==> config.mk <==
export PLATFORM = sky130hd
export DESIGN_NAME = apb_master_arb
export DESIGN_NICKNAME = d
export VERILOG_FILES = /design/src/rtl/apb_master_arb.sv
export SDC_FILE = /design/constraint.sdc
export NUM_CORES = 1
export LEC_CHECK = 0
export ABC_CLOCK_PERIOD_IN_PS = 1500
export BUFFER_PORTS_ARGS = -buffer_cell sky130_fd_sc_hd__clkbuf_2
export CORE_AREA = 2 2 134 136
export CTS_CLUSTER_DIAMETER = 200
export DETAILED_ROUTE_END_ITERATION = 8
export DIE_AREA = 0 0 136 138
export PLACE_DENSITY_LB_ADDON = 0.3
export SLEW_MARGIN = 20
export SYNTH_ARGS = -nofsm -noshare
export SYNTH_HDL_FRONTEND = slang
export SYNTH_SLANG_ARGS = --single-unit
==> constraint.sdc <==
create_clock -name PCLK -period 1.5 [get_ports PCLK]
set_input_delay 0.3 -clock PCLK [delete_from_list [all_inputs] [get_ports PCLK]]
set_output_delay 0.3 -clock PCLK [all_outputs]
set_load 0.05 [all_outputs]
==> src/rtl/apb_master_arb.sv <==
// APB master serving two requesters through a round-robin arbiter.
// One transfer at a time: IDLE -> SETUP -> ACCESS -> IDLE. The IDLE cycle
// after completion carries the ack pulse. An ACCESS phase that runs TIMEOUT
// cycles without PREADY is aborted with err=1 and rdata=32'hDEAD_BEEF.
module apb_master_arb #(
   parameter int TIMEOUT = 16
) (
   input  logic        PCLK,
   input  logic        PRESET,
   input  logic        req0,
   input  logic        req1,
   input  logic [31:0] addr0,
   input  logic [31:0] addr1,
   input  logic        wr0,
   input  logic        wr1,
   input  logic [31:0] wdata0,
   input  logic [31:0] wdata1,
   output logic        ack0,
   output logic        ack1,
   output logic        err,
   output logic [31:0] rdata,
   output logic [3:0]  PADDR,
   output logic        PWRITE,
   output logic        PENABLE,
   output logic [31:0] PWDATA,
   output logic [3:0]  PSEL,
   input  logic [31:0] PRDATA0,
   input  logic [31:0] PRDATA1,
   input  logic [31:0] PRDATA2,
   input  logic [31:0] PRDATA3,
   input  logic        PREADY0,
   input  logic        PREADY1,
   input  logic        PREADY2,
   input  logic        PREADY3
);

   localparam int               CNT_W      = (TIMEOUT > 1) ? $clog2(TIMEOUT) : 1;
   localparam logic [CNT_W-1:0] CNT_LAST   = CNT_W'(TIMEOUT - 1);
   localparam logic [31:0]      ABORT_DATA = 32'hDEAD_BEEF;

   typedef enum logic [1:0] {
      IDLE   = 2'd0,
      SETUP  = 2'd1,
      ACCESS = 2'd2
   } state_t;

   state_t           state_q,  state_d;
   logic [3:0]       paddr_q,  paddr_d;
   logic [1:0]       sel_q,    sel_d;
   logic             pwrite_q, pwrite_d;
   logic [31:0]      pwdata_q, pwdata_d;
   logic             gnt_id_q, gnt_id_d;
   logic             last_q,   last_d;
   logic [CNT_W-1:0] cnt_q,    cnt_d;
   logic [1:0]       ack_q,    ack_d;
   logic             err_q,    err_d;
   logic [31:0]      rdata_q,  rdata_d;

   logic [1:0]  elig;
   logic        win_id;
   logic [31:0] sel_prdata;
   logic        sel_pready;

   // Only addr[3:0] and addr[13:12] take part in the APB transfer.
   logic unused_addr_bits;
   assign unused_addr_bits = ^{addr0[31:14], addr0[11:4], addr1[31:14], addr1[11:4]};

   // Return path: only the selected slave's PREADY/PRDATA are looked at.
   always_comb begin
      sel_prdata = PRDATA0;
      sel_pready = PREADY0;
      case (sel_q)
         2'd0: begin sel_prdata = PRDATA0; sel_pready = PREADY0; end
         2'd1: begin sel_prdata = PRDATA1; sel_pready = PREADY1; end
         2'd2: begin sel_prdata = PRDATA2; sel_pready = PREADY2; end
         2'd3: begin sel_prdata = PRDATA3; sel_pready = PREADY3; end
         default: ;
      endcase
   end

   // Round-robin pick; the requester being acked this cycle is not eligible.
   always_comb begin
      elig = {req1 & ~ack_q[1], req0 & ~ack_q[0]};
      if (elig == 2'b11) win_id = ~last_q;
      else               win_id = elig[1];
   end

   // Next-state and datapath update for the transfer FSM.
   always_comb begin
      // NOTE: every _d gets its hold value first so no path leaves a variable
      // unassigned, which would otherwise infer a latch.
      state_d  = state_q;
      paddr_d  = paddr_q;
      sel_d    = sel_q;
      pwrite_d = pwrite_q;
      pwdata_d = pwdata_q;
      gnt_id_d = gnt_id_q;
      last_d   = last_q;
      cnt_d    = cnt_q;
      err_d    = err_q;
      rdata_d  = rdata_q;
      ack_d    = 2'b00;

      case (state_q)
         IDLE: begin
            if (elig != 2'b00) begin
               gnt_id_d = win_id;
               last_d   = win_id;
               paddr_d  = win_id ? addr1[3:0]   : addr0[3:0];
               sel_d    = win_id ? addr1[13:12] : addr0[13:12];
               pwrite_d = win_id ? wr1          : wr0;
               pwdata_d = win_id ? wdata1       : wdata0;
               state_d  = SETUP;
            end
         end
         SETUP: begin
            cnt_d   = '0;
            state_d = ACCESS;
         end
         ACCESS: begin
            if (sel_pready) begin
               if (!pwrite_q) rdata_d = sel_prdata;
               err_d           = 1'b0;
               ack_d[gnt_id_q] = 1'b1;
               cnt_d           = '0;
               state_d         = IDLE;
            end else if (cnt_q == CNT_LAST) begin
               rdata_d         = ABORT_DATA;
               err_d           = 1'b1;
               ack_d[gnt_id_q] = 1'b1;
               cnt_d           = '0;
               state_d         = IDLE;
            end else begin
               cnt_d = cnt_q + 1'b1;
            end
         end
         default: state_d = IDLE;
      endcase
   end

   // State and datapath registers with synchronous reset.
   always_ff @(posedge PCLK) begin
      // NOTE: sequential state uses non-blocking assignments so every register
      // samples the pre-edge values regardless of statement order.
      if (PRESET) begin
         state_q  <= IDLE;
         paddr_q  <= '0;
         sel_q    <= '0;
         pwrite_q <= 1'b0;
         pwdata_q <= '0;
         gnt_id_q <= 1'b0;
         last_q   <= 1'b1;
         cnt_q    <= '0;
         ack_q    <= 2'b00;
         err_q    <= 1'b0;
         rdata_q  <= '0;
      end else begin
         state_q  <= state_d;
         paddr_q  <= paddr_d;
         sel_q    <= sel_d;
         pwrite_q <= pwrite_d;
         pwdata_q <= pwdata_d;
         gnt_id_q <= gnt_id_d;
         last_q   <= last_d;
         cnt_q    <= cnt_d;
         ack_q    <= ack_d;
         err_q    <= err_d;
         rdata_q  <= rdata_d;
      end
   end

   assign PSEL    = (state_q == SETUP || state_q == ACCESS) ? (4'b0001 << sel_q) : 4'b0000;
   assign PENABLE = (state_q == ACCESS);
   assign PADDR   = paddr_q;
   assign PWRITE  = pwrite_q;
   assign PWDATA  = pwdata_q;
   assign ack0    = ack_q[0];
   assign ack1    = ack_q[1];
   assign err     = err_q;
   assign rdata   = rdata_q;

endmodule

==> metrics.yaml <==
setup_path:
  r2r_end: "rdata[3]$_SDFFE_PP0P_"
  crit_chain: "mux4_2 -> buf_6 -> mux2i_4 -> clkbuf_16 -> buf_8 -> a21oi_2"
  worstSetupPathType: "flop to flop"
  reg2reg_depth: 6
  cp_top_family: "multiplexers"
  critPathLaunchType: "flop"
  path_buf_inv: 3
  required_ps: 1730
  rr_startpoint: "sel_q[0]$_SDFFE_PP0P_"
  cp.depth: 6
  critPathCaptureType: "flop"
  crit_path_start: "sel_q[0]$_SDFFE_PP0P_"
  cpPeakStageDelay_ps: 530
  worstPathArrival_ps: 2040
  cp-endpoint: "rdata[3]$_SDFFE_PP0P_"
  ff2ff_setup_slack_ps: -310
  cpMaxStageDelayCell: "mux4_2"
  cp_max_fo: 8
grt:
  grt_use_total: 0.166
  grt_start_max_net_pins: 57
  grt_antenna_before_repair: 0
  grt.overflow.total: 0
  grt_pass1_vias: 4655
  grt_pass1_wl_mm: 24.1
floorplan:
  dieHeight_um: 138
  die_w_um: 136
  core_sq_um: 17500
  rows: 49
  die_area_sq_um: 18800
  start_util: 0.238
  io_pins: 343
synthesis:
  ys.flop_type: "dfxtp_1"
  syn_inst: 461
  synth_nets: 731
  ys_types: 32
  synth-edff-count: 0
  synthArstFlopShare: 0
  yosys_warnings: 0
  ys_ff_latch: 82
  synth.avg_cell_area_sq_um: 9.05
  syn-cell-area_sq_um: 4170
  ys_seq_area_frac: 0.393
detailed_routing:
  routedWlPerCell_um: 16.3
  antenna_left: 0
  route.detailed.drc: 0
  via_per_inst: 4.67
  vias: 4723
  drt-initial-drc-count: 110
  dr.pass1.iters: 6
  wl_mm: 16.5
timing:
  finalSetupViolCount: 45
  timing.max_slew.rel_slack: 0.760
  final-hold-violation-count: 0
  clock-skew-final_ps: 9.81
  rsz0062_at_grt: "yes"
  fin_crit_sh: 1.21
  worst_pin_slew_ps: 360
  max_freq_mhz: 552
  slew_viol_final: 0
  setup_ws_ps: -312
  period_needed_ps: 1810
cells_and_area:
  final_cell_count_no_fill: 1012
  fillerInstances: 1812
  utilization: 0.407
  drive_gt1_frac: 0.593
  mostFrequentLayoutCells: "284 x clkbuf_2, 82 x nand2_1, 76 x dfxtp_1"
  final_common_cell: "clkbuf_2"
  diodes: 0
  area_delta_synth_final_pct: 71.2
  final_nets: 1048
placed_design:
  dp_slack_ps: -240
  hpwl_mm: 12.2
  dp.cells: 984
  globalplace.congestion: 0.755
  io_buffers: 290
worst_hold_path:
  min_delay_path_depth: 3
  hp-class: "input pin to flop"
  min_from: "addr1[13]"
cts:
  cts-root-buf: "clkbuf_16"
  cts_tree: "built"
  clkLatencyLatePin_ps: 350
  hold_buffers: 0
  cts_sinks: 82
  cts_buffer_depth: 2
  clkTransAtPathRegs_ps: 70
  htree_levels: 3
  cts_made_buffers: 9
power:
  power_density_nw_per_um2: 1130
  power_w: 0.00809
  ir_worst_vdd_mv: 0.504
  p_leak_nw: 3.23
status:
  status: "finished with violations"
  failed_checks: "negative setup slack"
job:
  cap_violations: 0
how the worst min path moves through the flow:
stage	endpoint	slack (ps)
2_1_floorplan	ack_q[0]$_SDFF_PP0_	410
3_3_place_gp	ack_q[0]$_SDFF_PP0_	430
3_5_place_dp	rdata[23]$_SDFFE_PP0P_	440
4_1_cts	sel_q[1]$_SDFFE_PP0P_	170
5_1_grt	PWDATA[31]$_SDFFE_PP0P_	180
6_report	sel_q[1]$_SDFFE_PP0P_	190
worst reg2reg max path: stages (launching register included):
cell,delay [ps]
dfxtp_2,360
mux4_2,530
buf_6,160
mux2i_4,260
clkbuf_16,230
buf_8,120
a21oi_2,40
layout make-up:
type / count / area [sq um] / area share
Clock buffer: 9 / 225 / 0.0315
Inverter: 27 / 101 / 0.0142
Timing Repair Buffer: 346 / 2250 / 0.315
Clock inverter: 7 / 58.8 / 0.00823
Sequential cell: 82 / 1650 / 0.231
Tap cell: 229 / 287 / 0.0401
Multi-Input combinational cell: 312 / 2570 / 0.360
where the power goes:
part	switching [W]	internal, W	total, W
Sequential	0.000147	0.00242	0.00257
Clock	0.00101	0.00115	0.00216
Combinational	0.00193	0.00143	0.00336
Total	0.00309	0.00500	0.00809
logic make-up after synthesis:
logic type	count (synthesis)	share of synthesized area
AOI/OAI and AO/OA	113	0.182
muxes	34	0.181
adders and majority gates	4	0.0120
buffers and inverters	67	0.0663
DFF	82	0.393
and+or+nand+nor	161	0.165
layer usage:
metal,routed length [um],track usage,up-vias
li1,-,-,2288
met1,6550,0.189,2196
met2,8230,0.297,225
met3,1560,0.0532,14
met4,192,0.0450,0
met5,0,0,-
metrics by stage:
stage	cell area [sq um]	hold WS, ps	TNS (ps)
after detailed placement	6340	438	-8530
final	7140	186	-11270
after floorplan	4300	409	-2290
after global placement	6340	432	-7600
after CTS	6890	166	-9020
after global routing	7140	184	-13840
repair_timing:
action,CTS,global route
cloned,2,3
resized for setup,40,41
pin swaps,8,29
setup endpoints to repair,77,82
buffers inserted,6,2
cell usage after synthesis (2+ instances only):
cell type / n / area [sq um]
mux4_2: 33 / 743
clkbuf_2: 2 / 10.0
nor2_1: 53 / 199
a22oi_1: 9 / 67.6
clkbuf_1: 23 / 86.3
buf_2: 12 / 60.1
nand2b_1: 5 / 31.3
a21oi_1: 30 / 150
ha_1: 4 / 50.1
nor2b_1: 5 / 31.3
inv_1: 27 / 101
o21a_1: 3 / 22.5
nor3b_1: 5 / 37.5
nand3_1: 2 / 10.0
nand2_1: 83 / 312
dfxtp_1: 82 / 1640
o21ai_0: 27 / 135
buf_4: 2 / 15.0
a311oi_1: 39 / 342
and3_1: 2 / 12.5
nand3b_1: 2 / 15.0
state kept, by name, indices dropped and copies added, names as in the netlist:
register,flops
err,1
cnt_q,4
state_q,2
PADDR,4
rdata,32
PWDATA,32
gnt_id_q,1
last_q,1
sel_q,2
PWRITE,1
ack_q,2
Note: power is estimated with default switching activity, not from simulation.
